==> config.mk <==
export PLATFORM = sky130hd
export DESIGN_NAME = mem_bus_arbiter_flat
export DESIGN_NICKNAME = d
export VERILOG_FILES = /design/src/rtl/mem_bus_arbiter_if.sv /design/src/rtl/mem_bus_arbiter.sv /design/src/flat_wrapper.sv
export SDC_FILE = /design/constraint.sdc
export NUM_CORES = 1
export LEC_CHECK = 0
export BUFFER_PORTS_ARGS = -buffer_cell sky130_fd_sc_hd__buf_2
export CAP_MARGIN = 30
export CELL_PAD_IN_SITES_DETAIL_PLACEMENT = 1
export CELL_PAD_IN_SITES_GLOBAL_PLACEMENT = 2
export CORE_MARGIN = 2
export CORE_UTILIZATION = 24
export CTS_CLUSTER_SIZE = 8
export DETAILED_ROUTE_END_ITERATION = 12
export GPL_TIMING_DRIVEN = 0
export PLACE_DENSITY_LB_ADDON = 0.3
export SYNTH_ARGS = -nofsm -noshare
export SYNTH_HDL_FRONTEND = slang
export SYNTH_SLANG_ARGS = --single-unit
==> constraint.sdc <==
create_clock -name clk -period 2.5 [get_ports clk]
set_input_delay 0.25 -clock clk [delete_from_list [all_inputs] [get_ports clk]]
set_output_delay 0.25 -clock clk [all_outputs]
set_load 0.02 [all_outputs]
==> src/rtl/mem_bus_arbiter_if.sv <==
// Handshake bundle between the fetch/load-store requesters, the arbiter and the shared memory bus.
// The master view is the arbiter; the slave view is the surrounding requesters and memory.
interface mem_bus_arbiter_if;
   logic        inst_req;
   logic [31:0] inst_addr;
   logic        inst_cancel;
   logic        inst_addr_ok;
   logic        inst_data_ok;
   logic [31:0] inst_rdata;

   logic        data_req;
   logic        data_wr;
   logic [1:0]  data_size;
   logic [3:0]  data_wstrb;
   logic [31:0] data_addr;
   logic [31:0] data_wdata;
   logic        data_addr_ok;
   logic        data_data_ok;
   logic [31:0] data_rdata;

   logic        mem_req;
   logic        mem_wr;
   logic [1:0]  mem_size;
   logic [3:0]  mem_wstrb;
   logic [31:0] mem_addr;
   logic [31:0] mem_wdata;
   logic        mem_addr_ok;
   logic        mem_data_ok;
   logic [31:0] mem_rdata;

   modport master (
      input  inst_req, inst_addr, inst_cancel,
      output inst_addr_ok, inst_data_ok, inst_rdata,
      input  data_req, data_wr, data_size, data_wstrb, data_addr, data_wdata,
      output data_addr_ok, data_data_ok, data_rdata,
      output mem_req, mem_wr, mem_size, mem_wstrb, mem_addr, mem_wdata,
      input  mem_addr_ok, mem_data_ok, mem_rdata
   );

   modport slave (
      output inst_req, inst_addr, inst_cancel,
      input  inst_addr_ok, inst_data_ok, inst_rdata,
      output data_req, data_wr, data_size, data_wstrb, data_addr, data_wdata,
      input  data_addr_ok, data_data_ok, data_rdata,
      input  mem_req, mem_wr, mem_size, mem_wstrb, mem_addr, mem_wdata,
      output mem_addr_ok, mem_data_ok, mem_rdata
   );
endinterface

==> src/rtl/mem_bus_arbiter.sv <==
// Two-requester (fetch, load/store) arbiter onto one memory bus with a single outstanding
// transaction; data wins ties but may starve a waiting fetch for at most MAX_DATA_RUN grants.
module mem_bus_arbiter #(
   parameter int unsigned MAX_DATA_RUN = 4
) (
   input logic              clk,
   input logic              rst,
   mem_bus_arbiter_if.master bus
);

   typedef enum logic [1:0] {
      IDLE = 2'd0,
      REQ  = 2'd1,
      RESP = 2'd2
   } state_t;

   localparam logic       OWNER_INST = 1'b0;
   localparam logic       OWNER_DATA = 1'b1;
   localparam logic [3:0] RUN_LIMIT  = 4'(MAX_DATA_RUN);

   state_t      state_r;
   logic        owner_r;
   logic        drop_r;
   logic [3:0]  run_cnt_r;
   logic        mem_req_r;
   logic        mem_wr_r;
   logic [1:0]  mem_size_r;
   logic [3:0]  mem_wstrb_r;
   logic [31:0] mem_addr_r;
   logic [31:0] mem_wdata_r;

   logic        data_grant_s;
   logic        inst_grant_s;
   logic        addr_hit_s;
   logic        data_hit_s;

   // Grant decision, only meaningful while the bus is free
   always_comb begin
      data_grant_s = 1'b0;
      inst_grant_s = 1'b0;
      if (state_r == IDLE) begin
         if (bus.data_req && (!bus.inst_req || (run_cnt_r < RUN_LIMIT))) begin
            data_grant_s = 1'b1;
         end else if (bus.inst_req && !bus.inst_cancel) begin
            inst_grant_s = 1'b1;
         end else begin
            data_grant_s = 1'b0;
            inst_grant_s = 1'b0;
         end
      end else begin
         data_grant_s = 1'b0;
         inst_grant_s = 1'b0;
      end
   end

   // Handshake returns are combinational so the owner sees acceptance in the same cycle
   always_comb begin
      addr_hit_s = !rst && (state_r == REQ)  && bus.mem_addr_ok;
      data_hit_s = !rst && (state_r == RESP) && bus.mem_data_ok;
   end

   assign bus.inst_addr_ok = addr_hit_s && (owner_r == OWNER_INST);
   assign bus.data_addr_ok = addr_hit_s && (owner_r == OWNER_DATA);
   assign bus.inst_data_ok = data_hit_s && (owner_r == OWNER_INST) && !drop_r && !bus.inst_cancel;
   assign bus.data_data_ok = data_hit_s && (owner_r == OWNER_DATA);
   assign bus.inst_rdata   = bus.mem_rdata;
   assign bus.data_rdata   = bus.mem_rdata;

   assign bus.mem_req   = mem_req_r;
   assign bus.mem_wr    = mem_wr_r;
   assign bus.mem_size  = mem_size_r;
   assign bus.mem_wstrb = mem_wstrb_r;
   assign bus.mem_addr  = mem_addr_r;
   assign bus.mem_wdata = mem_wdata_r;

   // Transaction FSM with captured request fields, fairness counter and fetch-drop flag
   always_ff @(posedge clk) begin
      if (rst) begin
         state_r     <= IDLE;
         owner_r     <= OWNER_INST;
         drop_r      <= 1'b0;
         run_cnt_r   <= 4'd0;
         mem_req_r   <= 1'b0;
         mem_wr_r    <= 1'b0;
         mem_size_r  <= 2'b00;
         mem_wstrb_r <= 4'h0;
         mem_addr_r  <= 32'h0000_0000;
         mem_wdata_r <= 32'h0000_0000;
      end else begin
         unique case (state_r)
            IDLE: begin
               drop_r <= 1'b0;
               if (data_grant_s) begin
                  owner_r     <= OWNER_DATA;
                  mem_req_r   <= 1'b1;
                  mem_wr_r    <= bus.data_wr;
                  mem_size_r  <= bus.data_size;
                  mem_wstrb_r <= bus.data_wstrb;
                  mem_addr_r  <= bus.data_addr;
                  mem_wdata_r <= bus.data_wdata;
                  state_r     <= REQ;
               end else if (inst_grant_s) begin
                  owner_r     <= OWNER_INST;
                  mem_req_r   <= 1'b1;
                  mem_wr_r    <= 1'b0;
                  mem_size_r  <= 2'b10;
                  mem_wstrb_r <= 4'h0;
                  mem_addr_r  <= bus.inst_addr;
                  mem_wdata_r <= 32'h0000_0000;
                  state_r     <= REQ;
               end else begin
                  state_r <= IDLE;
               end
               // The run only counts data grants that made a fetch wait
               if (inst_grant_s || !bus.inst_req) begin
                  run_cnt_r <= 4'd0;
               end else if (data_grant_s && (run_cnt_r < RUN_LIMIT)) begin
                  run_cnt_r <= run_cnt_r + 4'd1;
               end else begin
                  run_cnt_r <= run_cnt_r;
               end
            end
            REQ: begin
               if ((owner_r == OWNER_INST) && bus.inst_cancel) begin
                  drop_r <= 1'b1;
               end
               if (bus.mem_addr_ok) begin
                  mem_req_r <= 1'b0;
                  state_r   <= RESP;
               end
            end
            RESP: begin
               if (bus.mem_data_ok) begin
                  drop_r  <= 1'b0;
                  state_r <= IDLE;
               end else if ((owner_r == OWNER_INST) && bus.inst_cancel) begin
                  drop_r <= 1'b1;
               end
            end
            default: begin
               mem_req_r <= 1'b0;
               drop_r    <= 1'b0;
               state_r   <= IDLE;
            end
         endcase
      end
   end

endmodule

==> src/flat_wrapper.sv <==
// flat-port wrapper written by rule: the top's interface ports become plain ports
module mem_bus_arbiter_flat 
#(
   parameter int unsigned MAX_DATA_RUN = 4
)
  (clk, rst, bus_inst_req, bus_inst_addr, bus_inst_cancel, bus_inst_addr_ok, bus_inst_data_ok, bus_inst_rdata, bus_data_req, bus_data_wr, bus_data_size, bus_data_wstrb, bus_data_addr, bus_data_wdata, bus_data_addr_ok, bus_data_data_ok, bus_data_rdata, bus_mem_req, bus_mem_wr, bus_mem_size, bus_mem_wstrb, bus_mem_addr, bus_mem_wdata, bus_mem_addr_ok, bus_mem_data_ok, bus_mem_rdata);
  mem_bus_arbiter_if bus_i ();
  input logic clk;
  input logic rst;
  input wire logic [$bits(bus_i.inst_req)-1:0] bus_inst_req;
  input wire logic [$bits(bus_i.inst_addr)-1:0] bus_inst_addr;
  input wire logic [$bits(bus_i.inst_cancel)-1:0] bus_inst_cancel;
  output wire logic [$bits(bus_i.inst_addr_ok)-1:0] bus_inst_addr_ok;
  output wire logic [$bits(bus_i.inst_data_ok)-1:0] bus_inst_data_ok;
  output wire logic [$bits(bus_i.inst_rdata)-1:0] bus_inst_rdata;
  input wire logic [$bits(bus_i.data_req)-1:0] bus_data_req;
  input wire logic [$bits(bus_i.data_wr)-1:0] bus_data_wr;
  input wire logic [$bits(bus_i.data_size)-1:0] bus_data_size;
  input wire logic [$bits(bus_i.data_wstrb)-1:0] bus_data_wstrb;
  input wire logic [$bits(bus_i.data_addr)-1:0] bus_data_addr;
  input wire logic [$bits(bus_i.data_wdata)-1:0] bus_data_wdata;
  output wire logic [$bits(bus_i.data_addr_ok)-1:0] bus_data_addr_ok;
  output wire logic [$bits(bus_i.data_data_ok)-1:0] bus_data_data_ok;
  output wire logic [$bits(bus_i.data_rdata)-1:0] bus_data_rdata;
  output wire logic [$bits(bus_i.mem_req)-1:0] bus_mem_req;
  output wire logic [$bits(bus_i.mem_wr)-1:0] bus_mem_wr;
  output wire logic [$bits(bus_i.mem_size)-1:0] bus_mem_size;
  output wire logic [$bits(bus_i.mem_wstrb)-1:0] bus_mem_wstrb;
  output wire logic [$bits(bus_i.mem_addr)-1:0] bus_mem_addr;
  output wire logic [$bits(bus_i.mem_wdata)-1:0] bus_mem_wdata;
  input wire logic [$bits(bus_i.mem_addr_ok)-1:0] bus_mem_addr_ok;
  input wire logic [$bits(bus_i.mem_data_ok)-1:0] bus_mem_data_ok;
  input wire logic [$bits(bus_i.mem_rdata)-1:0] bus_mem_rdata;
  assign bus_i.inst_req = bus_inst_req;
  assign bus_i.inst_addr = bus_inst_addr;
  assign bus_i.inst_cancel = bus_inst_cancel;
  assign bus_inst_addr_ok = bus_i.inst_addr_ok;
  assign bus_inst_data_ok = bus_i.inst_data_ok;
  assign bus_inst_rdata = bus_i.inst_rdata;
  assign bus_i.data_req = bus_data_req;
  assign bus_i.data_wr = bus_data_wr;
  assign bus_i.data_size = bus_data_size;
  assign bus_i.data_wstrb = bus_data_wstrb;
  assign bus_i.data_addr = bus_data_addr;
  assign bus_i.data_wdata = bus_data_wdata;
  assign bus_data_addr_ok = bus_i.data_addr_ok;
  assign bus_data_data_ok = bus_i.data_data_ok;
  assign bus_data_rdata = bus_i.data_rdata;
  assign bus_mem_req = bus_i.mem_req;
  assign bus_mem_wr = bus_i.mem_wr;
  assign bus_mem_size = bus_i.mem_size;
  assign bus_mem_wstrb = bus_i.mem_wstrb;
  assign bus_mem_addr = bus_i.mem_addr;
  assign bus_mem_wdata = bus_i.mem_wdata;
  assign bus_i.mem_addr_ok = bus_mem_addr_ok;
  assign bus_i.mem_data_ok = bus_mem_data_ok;
  assign bus_i.mem_rdata = bus_mem_rdata;
  mem_bus_arbiter #(.MAX_DATA_RUN(MAX_DATA_RUN)) u_core (.clk(clk), .rst(rst), .bus(bus_i));
endmodule
* After elaboration in Yosys (flattened, before gate mapping)
Index checks and enable logic that the tools add are counted.
W data, S select, Z words.
** Storage, ports and cells
- Register bits after elaboration :: 80
- Latch bits :: 0
- RAM bits :: 0
- Bits in read-only memories :: 0
- Bits of input ports :: 142
- Output and inout port bits :: 140
- Word-level logic and storage cells :: 76
- Memories kept :: 0
** Cells by class
- Add/sub/neg operators :: 1
- Multiply operators :: 0
- Divide/modulo/power cells :: 0
- Magnitude comparators :: 1
- Eq/ne operators :: 5
- Shifts and indexed selects :: 0
- Muxes and demuxes :: 30
- Bitwise gates (word level) :: 2
- Reduce and logical (&&, ||, !) cells :: 27
** Operators by type and width (number)
- $mux W32 :: 4
- $mux W4 :: 4
- $logic_and A1 B1 Y1 :: 14
- $mux W1 :: 14
- $mux W2 :: 5
- $pmux W2 S3 :: 1
- $reduce_and A2 Y1 :: 3
- $add A4 B1 Y4 const B :: 1
- $logic_not A1 Y1 :: 4
- $lt A4 B3 Y1 const B :: 1
- $ne A2 B2 Y1 const B :: 2
- $reduce_bool A2 Y1 :: 2
- $ne A3 B1 Y1 const B :: 1
- $pmux W1 S3 :: 1
- $reduce_and A3 Y1 :: 1
- $eq A2 B1 Y1 const B :: 1
- $eq A2 B2 Y1 const B :: 1
- $logic_not A2 Y1 :: 1
- $logic_or A1 B1 Y1 :: 2
- $not A1 Y1 :: 2
- $pmux W1 S2 :: 1

* Logic depth before layout (Yosys ltp)
Gate-level depths: netlist of run 1.
- Depth after elaboration :: 8
- Mapped depth :: 8
- Gate-level depth less buffers :: 5

* Worst setup path after synthesis of run 1
No wires, ideal clock.
- Path type :: reg2reg
- Start point :: reg u_core.state_r[0]
- End point :: reg u_core.mem_addr_r[10] (netlist: u_core.bus.mem_addr[10])
- Setup time :: 103 ps
- Arrival :: 1592 ps
- Setup slack :: 804 ps
- Stages on the path, launching flop included :: 8
- Path buffers :: 2
- Cells stage by stage :: dfxtp_1 inv_1 ha_1 buf_2 nand2_1 clkbuf_1 nor3_1 a2111oi_2
** On the way
- Longest elaborated chain between the ends :: 4
- Elaborated cells between the ends (all ways) :: 6
- Those cells by class :: mux: 3; reduce/logical: 3
** Ends and longest elaborated chain
- start: declaration :: line mem_bus_arbiter.sv:21 : state_t state_r;
- start signal: assignment :: line mem_bus_arbiter.sv:79 : state_r <= IDLE;
- start signal: assignment :: line mem_bus_arbiter.sv:101 : state_r <= REQ;
- start signal: assignment :: line mem_bus_arbiter.sv:110 : state_r <= REQ;
- $logic_not A2 Y1 * :: line mem_bus_arbiter.sv:41, mem_bus_arbiter.sv:90
- $mux W1 :: line mem_bus_arbiter.sv:41 : if (state_r == IDLE) begin
- $reduce_bool A2 Y1 (no source line)
- $reduce_and A2 Y1 (no source line)
- end signal: assignment :: line mem_bus_arbiter.sv:99 : mem_addr_r <= bus.data_addr;
- end signal: assignment :: line mem_bus_arbiter.sv:108 : mem_addr_r <= bus.inst_addr;
- end: declaration :: line mem_bus_arbiter.sv:29 : logic [31:0] mem_addr_r;
Every way passes the cells marked *; elsewhere a longest branch is shown, timed or not.
A chain may end at the register's enable or synchronous reset.

* Worst setup path in the final report of run 1
Same ends and word-level chain as after synthesis.

==> results.env, run 1 <==
MOSTFREQUENTLAYOUTCELLS='259 x sky130_fd_sc_hd__buf_2, 80 x sky130_fd_sc_hd__dfxtp_1, 66 x sky130_fd_sc_hd__nor3_1, 64 x sky130_fd_sc_hd__buf_4, 39 x sky130_fd_sc_hd__inv_1'
WARNINGS_FROM_YOSYS=0
DRCVIOLATIONCOUNT=0
FIRST_PASS_ITERS=4
NETLIST-CELL-TYPE-COUNT=38
ROUTED_VIA_DENSITY=4.53
DRIVE_GT1_FRAC=0.633
WL_PER_CELL_UM=15.5
SETUP-VIOLATIONS-FINAL=0
HOLDCRITPATHCLASS='in -> reg'
DETAILEDPLACEMENTHPWL_UM=11100
WORSTPATHARRIVAL_NS=2.38
GRT_ANTENNA_BEFORE_REPAIR=0
VIAS=4007
CLOCK-SKEW-FINAL_NS=0.00637
POST_CTS_RESIZED=0
FINAL_COMMON_CELL='sky130_fd_sc_hd__buf_2'
TIGHTEST_SLEW_NS=0.766
SETUP_REPAIR_AFTER_GLOBAL_ROUTING_MISSED_ITS_MARGIN='no'
FMAXACHIEVABLE_GHz=0.466
FIN_HOLD_WS_NS=0.122
SYNTHCELLS=402
CLKSINKCOUNT=80
RELSLEWSLACK=0.489
TIMING.REG2REG.WORST_PATH_DEPTH=7
FP.DIEW_UM=134
GRT-OVFL-TOTAL=0
YS_FF_LATCH=80
TRITONCTS_BUFFER_COUNT=9
PORT-BUFFER-COUNT=247
INITIAL_CORE_UTIL=0.245
TRITONCTS='built'
DIE_AREA_UM2=17800
SETUP.REG_TO_REG.WORST_SLACK_NS=0.35
FINAL_NETS=807
POSTSYNTHAREAPERCELL_UM2=10.0
DRV_SLEW=0
CTS_MAX_PATH_BUFFERS=2
IOPINCOUNT=282
HTREEDEPTH=3
TOP_FLIP_FLOP_CELL_BY_INSTANCE_COUNT_AFTER_SYNTHESIS='sky130_fd_sc_hd__dfxtp_1'
START_OF_THE_WORST_REGISTER_TO_REGISTER_PATH='u_core.state_r[0]'
CTS.REPORTEDPATHS.CLKPINSLEW_NS=0.06
CTS_HOLD_REPAIR_BUFFERS=0
DIE_HEIGHT_UM=134
SYNTH_FP_NETS=549
TIMING.FINAL.CRIT_PERIOD_NS=2.15
SYNTH-ASYNC-RESET-RATIO=0
FP.COREAREA_UM2=16500
WHS_PATH_DEPTH=2
CRITICAL_PATH.MAX_FANOUT=10
GRT_FIRST_PASS_WIRELENGTH_UM=21500
FINAL_HOLD_VIOL_COUNT=0
SYNTHESIS.AREA_UM2=4030
LEAKAGE_nW=2.97
MAXIMUM_NUMBER_OF_PINS_ON_ONE_NET_BEFORE_GLOBAL_ROUTE_REPAIR=14
FINALSETUPTNS_NS=0
POWER.IR.VDD_WORST_mV=0.335
WORSTSKEWPAIRLATENCY_NS=0.34
N_ANTENNA_CELL=0
WORSTHOLDENDPOINT='u_core.bus.mem_size[0]'
CAP_VIOL_MAX_COUNT=0
FIN_WS_NS=0.354
DETAIL-ROUTE-ANTENNA-NETS=0
POWER_PER_CELL_AREA_nW_PER_UM2=713
SYNTH-EDFF-COUNT=0
REQUIRED_NS=2.73
CRITICAL_PATH.REG2REG.ENDPOINT='u_core.bus.mem_addr[10]'
DETAILEDROUTE.FIRSTITERATIONVIOLATIONS=95
PLACEMENTROWS=47
SYNTH.YOSYS.SEQ_AREA_SHARE=0.398
WORST_SETUP_PATH_START_KIND='flop'
TOTALWIRELENGTH_UM=13800
GP_CONGESTION=0.737
POST-CTS-SETUP-BUFFERS=0
FIRST_GLOBAL_VIAS=4209
TIMING_WORST_SETUP_PATH_TYPE='reg -> reg'
HOLD_PATH.STARTPOINT='bus_data_size[0]'
PLACE_WORST_SETUP_SLACK_NS=0.321
PERIOD_SHARE=0.858
RUN_STATUS='finished, final reports clean'
CTS-ROOT-BUF='sky130_fd_sc_hd__clkbuf_16'
RELATIVE_AREA_CHANGE_FROM_SYNTHESIS_TO_FINAL_LAYOUT_PCT=44.9
TIMING.CRITICAL_PATH.TO_TYPE='flop'
GRT.TOTAL_USAGE=0.151
Yosys cell counts (5+ instances only):
library cell,count,area share
sky130_fd_sc_hd__ha_1,5,0.016
sky130_fd_sc_hd__a32o_2,38,0.11
sky130_fd_sc_hd__buf_6,9,0.025
sky130_fd_sc_hd__a21oi_1,5,0.0062
sky130_fd_sc_hd__clkbuf_1,15,0.014
sky130_fd_sc_hd__buf_2,12,0.015
sky130_fd_sc_hd__a2111oi_2,30,0.11
sky130_fd_sc_hd__dfxtp_1,80,0.40
sky130_fd_sc_hd__nor3_1,66,0.082
sky130_fd_sc_hd__inv_1,39,0.036
sky130_fd_sc_hd__buf_4,64,0.12
metrics by stage:
step,cell area [um^2],cells,utilization,total power (W)
after floorplan,4030,402,-,0.00242
final,5840,885,0.354,0.00416
after detailed placement,5540,869,0.336,0.00289
after global placement,5540,869,0.336,0.00285
after global routing,5840,885,0.354,0.00440
after CTS,5840,885,0.354,0.00426
how the worst max path moves through the flow:
stage / startpoint / end / slack, ns
global route: u_core.state_r[0] / u_core.bus.mem_addr[11] / 0.14
floorplan: u_core.state_r[0] / u_core.bus.mem_addr[10] / 0.80
global placement: u_core.state_r[0] / u_core.bus.mem_addr[16] / 0.38
detailed placement: u_core.state_r[0] / u_core.bus.mem_addr[10] / 0.32
CTS: u_core.state_r[0] / u_core.bus.mem_addr[10] / 0.31
finish: u_core.state_r[0] / u_core.bus.mem_addr[10] / 0.35
flip-flops by register name (all words and copies together), names as in the netlist:
signal	flops
u_core.bus.mem_wstrb	4
u_core.bus.mem_addr	32
u_core.drop_r	1
u_core.bus.mem_wr	1
u_core.state_r	2
u_core.bus.mem_req	1
u_core.run_cnt_r	4
u_core.owner_r	1
u_core.bus.mem_wdata	32
u_core.bus.mem_size	2
area by class of cell:
| class | instances | area (um^2) |
|---|---|---|
| fillers | 1977 | 10600 |
| flip-flops and latches | 80 | 1600 |
| multi-input cells | 182 | 1580 |
| repair buffers | 247 | 1240 |
| plain buffers | 100 | 698 |
| well taps | 220 | 275 |
| clock buffers | 10 | 239 |
| inverters | 40 | 150 |
| clock inverters | 6 | 58.8 |
cells by family after synthesis:
logic type / Yosys count / share of synthesized area
AND/OR/NAND/NOR: 87 / 0.115
flip-flops: 80 / 0.398
AO/OA/AOI/OAI: 90 / 0.261
adder cells (fa/ha/maj): 5 / 0.0155
buffers and inverters: 140 / 0.211
report_power, final:
group          total, W  switching (W)  internal, W
logic           0.00131       0.000771     0.000539
clock network   0.00133       0.000532     0.000795
registers       0.00152      0.0000850      0.00144
worst max-delay path: stages (launching register included):
cell and delay (ns):
sky130_fd_sc_hd__dfxtp_1 0.38, sky130_fd_sc_hd__inv_1 0.09, sky130_fd_sc_hd__ha_1 0.20, sky130_fd_sc_hd__buf_2 0.18
sky130_fd_sc_hd__nand2_1 0.35, sky130_fd_sc_hd__clkbuf_1 0.42, sky130_fd_sc_hd__nor3_1 0.12, sky130_fd_sc_hd__a2111oi_2 0.30
metal layers:
metal | part of all wire | up-vias | GRT usage | wire, um
met4 | 0.010 | 0 | 0.0372 | 142
li1 | - | 1928 | - | -
met1 | 0.40 | 1897 | 0.168 | 5540
met3 | 0.096 | 11 | 0.0605 | 1330
met5 | 0 | - | 0 | 0
met2 | 0.49 | 171 | 0.271 | 6740
(Power assumes the default switching activity.)
==> run 2, diff against run 1 <==
ABC_AREA = 1   (was not set)
CORE_UTILIZATION = 23   (was 24)
==> results.env, run 2 <==
REPORT.POWER.TOTAL_W=0.00641
TIMING_WORST_SETUP_PATH_TYPE='reg -> reg'
INITIAL_CORE_UTIL=0.235
TIMING.CRITICAL_PATH.TO_TYPE='flop'
DRCVIOLATIONCOUNT=0
SETUP-VIOLATIONS-FINAL=0
CRITICAL_PATH.MAX_FANOUT=10
PLACEDINSTANCEAREA_UM2=6170
PORT-BUFFER-COUNT=248
FP.DIEW_UM=145
POSTSYNTHAREAPERCELL_UM2=6.94
WL_PER_CELL_UM=13.7
GRT-OVFL-TOTAL=0
YOSYSMOSTFREQUENTCELL='sky130_fd_sc_hd__nand3_1'
SYNTHCELLS=663
SYNTH.YOSYS.SEQ_AREA_SHARE=0.348
GP_CONGESTION=0.720
WORST_SETUP_PATH_START_KIND='flop'
DRV_SLEW=0
WARNINGS_FROM_YOSYS=0
MET1_USAGE=0.193
RELSLEWSLACK=0.625
POWER.IR.VDD_WORST_mV=0.449
CTS_MAX_PATH_BUFFERS=2
WORSTPATHARRIVAL_NS=2.37
TIMING.FINAL.CRIT_PERIOD_NS=2.09
MAXIMUM_NUMBER_OF_PINS_ON_ONE_NET_BEFORE_GLOBAL_ROUTE_REPAIR=15
TRITONCTS='built'
SYNTH-EDFF-COUNT=0
CLKSINKCOUNT=80
RELATIVE_AREA_CHANGE_FROM_SYNTHESIS_TO_FINAL_LAYOUT_PCT=40.1
WORSTSKEWPAIRLATENCY_NS=0.34
START_OF_THE_WORST_REGISTER_TO_REGISTER_PATH='u_core.state_r[0]'
CTS.REPORTEDPATHS.CLKPINSLEW_NS=0.07
POST-CTS-SETUP-BUFFERS=0
LAYOUT.CELL_AREA.NON_FILLER_UM2=6440
USE_MET3=0.0646
REQUIRED_NS=2.78
HOLD_PATH.STARTPOINT='bus_data_size[1]'
SYNTH_FP_NETS=810
GRT.TOTAL_USAGE=0.153
TRITONCTS_BUFFER_COUNT=9
CLOCK-SKEW-FINAL_NS=0.00637
PERIOD_SHARE=0.836
ROUTED_VIA_DENSITY=4.16
GRT_ANTENNA_BEFORE_REPAIR=1
FINAL_NETS=1069
RUN_STATUS='finished, final reports clean'
FINAL_HOLD_VIOL_COUNT=0
TOP_FLIP_FLOP_CELL_BY_INSTANCE_COUNT_AFTER_SYNTHESIS='sky130_fd_sc_hd__dfxtp_1'
CTS-ROOT-BUF='sky130_fd_sc_hd__clkbuf_16'
FINALSETUPTNS_NS=0
SYNTH_TOP_AREA_SHARE=0.348
FINAL_COMMON_CELL='sky130_fd_sc_hd__buf_2'
GLOBAL_ROUTE.PEAK_USAGE_LAYER='met2'
PLACEMENTROWS=51
HTREEDEPTH=3
DETAIL-ROUTE-ANTENNA-NETS=0
DETAILEDROUTE.FIRSTITERATIONVIOLATIONS=106
SETUP_REPAIR_AFTER_GLOBAL_ROUTING_MISSED_ITS_MARGIN='no'
FIRST_PASS_ITERS=4
CAP_VIOL_MAX_COUNT=0
NETLIST-CELL-TYPE-COUNT=26
GRT_FIRST_PASS_WIRELENGTH_UM=26200
DIE_AREA_UM2=21100
SYNTHESIS.AREA_UM2=4600
YS_FF_LATCH=80
FILLER_CELL_COUNT=2566
FMAXACHIEVABLE_GHz=0.478
LEAKAGE_nW=3.49
COMMONEST_CELLS_IN_THE_SYNTHESIZED_NETLIST='126 x sky130_fd_sc_hd__nand3_1, 110 x sky130_fd_sc_hd__nand2_1, 80 x sky130_fd_sc_hd__dfxtp_1'
DIE_HEIGHT_UM=145
FIRST_GLOBAL_VIAS=4955
SYNTH-ASYNC-RESET-RATIO=0
TIGHTEST_SLEW_NS=0.563
MOSTFREQUENTLAYOUTCELLS='266 x sky130_fd_sc_hd__buf_2, 126 x sky130_fd_sc_hd__nand3_1, 110 x sky130_fd_sc_hd__nand2_1, 80 x sky130_fd_sc_hd__dfxtp_1, 74 x sky130_fd_sc_hd__inv_1'
SYNTH_AREA_LEADER_CELL='sky130_fd_sc_hd__dfxtp_1'
TOTALWIRELENGTH_UM=16300
GLOBAL_ROUTE.USAGE.MET2=0.250
DRIVE_GT1_FRAC=0.410
HOLDCRITPATHCLASS='in -> reg'
DETAILEDPLACEMENTHPWL_UM=12700
IOPINCOUNT=282
POST_CTS_RESIZED=0
CP-STARTPOINT='u_core.state_r[0]'
FP.COREAREA_UM2=19500
TOP_POST_SYNTHESIS_CELLS_BY_AREA='sky130_fd_sc_hd__dfxtp_1 35%, sky130_fd_sc_hd__nand3_1 14%, sky130_fd_sc_hd__buf_4 11%'
CTS_HOLD_REPAIR_BUFFERS=0
POWER_PER_CELL_AREA_nW_PER_UM2=995
VIAS=4956
[run 2: layout make-up]
class                   count  area [um^2]  share of cell area
diodes                      1         2.50            0.000388
plain buffers             109          713               0.111
clock buffers               9          225              0.0350
clock inverters             6         45.0             0.00699
inverters                  79          297              0.0460
multi-input cells         395         1990               0.308
flip-flops and latches     80         1600               0.249
well taps                 265          332              0.0515
repair buffers            248         1240               0.193
[run 2: path summary, 6_finish.rpt]
check                           depth (start not counted)  slack [ns]                 endpoint
worst min register to register                          2        0.47      u_core.run_cnt_r[3]
worst max-delay path                                    8        0.41  u_core.bus.mem_wstrb[2]
worst max register to register                          8        0.41  u_core.bus.mem_wstrb[2]
worst min-delay path                                    3        0.15   u_core.bus.mem_size[1]
[run 2: stage by stage]
stage	util	hold WS (ns)	worst slack, ns	std cells
2_1_floorplan	-	0.396	0.780	663
3_3_place_gp	0.316	0.456	0.341	1176
3_5_place_dp	0.316	0.459	0.344	1176
4_1_cts	0.330	0.131	0.343	1191
5_1_grt	0.330	0.154	0.128	1191
6_report	0.330	0.146	0.409	1192
[run 2: kinds of logic (layout without fill, tap and decap cells)]
group                    count (synthesis)  in the layout  share of synthesized area
AO/OA/AOI/OAI                           50             50                     0.0550
XOR/XNOR                                 1              1                    0.00191
adder cells (fa/ha/maj)                  5              5                     0.0136
buffers and inverters                  188            451                      0.220
flip-flops                              80             80                      0.348
other                                    0              1                          0
AND/OR/NAND/NOR                        339            339                      0.362
[run 2: report_power, final]
group / switching, W / leakage, nW / internal [W] / total [W]
logic: 0.00218 / 2.71 / 0.00114 / 0.00333
registers: 0.000197 / 0.659 / 0.00164 / 0.00184
clock network: 0.000571 / 0.124 / 0.000673 / 0.00124
[run 2: worst max-delay path: stages (launching register included)]
cell	delay [ns]
sky130_fd_sc_hd__dfxtp_1	0.36
sky130_fd_sc_hd__inv_1	0.08
sky130_fd_sc_hd__ha_1	0.28
sky130_fd_sc_hd__nand3_2	0.21
sky130_fd_sc_hd__inv_2	0.04
sky130_fd_sc_hd__nand2_1	0.35
sky130_fd_sc_hd__clkbuf_1	0.44
sky130_fd_sc_hd__nand3_1	0.13
sky130_fd_sc_hd__a21oi_1	0.13
[run 2: routing by layer]
| metal | share of wire | up-vias |
|---|---|---|
| li1 | - | 2546 |
| met1 | 0.45 | 2239 |
| met2 | 0.46 | 163 |
| met3 | 0.084 | 6 |
| met4 | 0.0047 | 2 |
| met5 | 0.00067 | - |
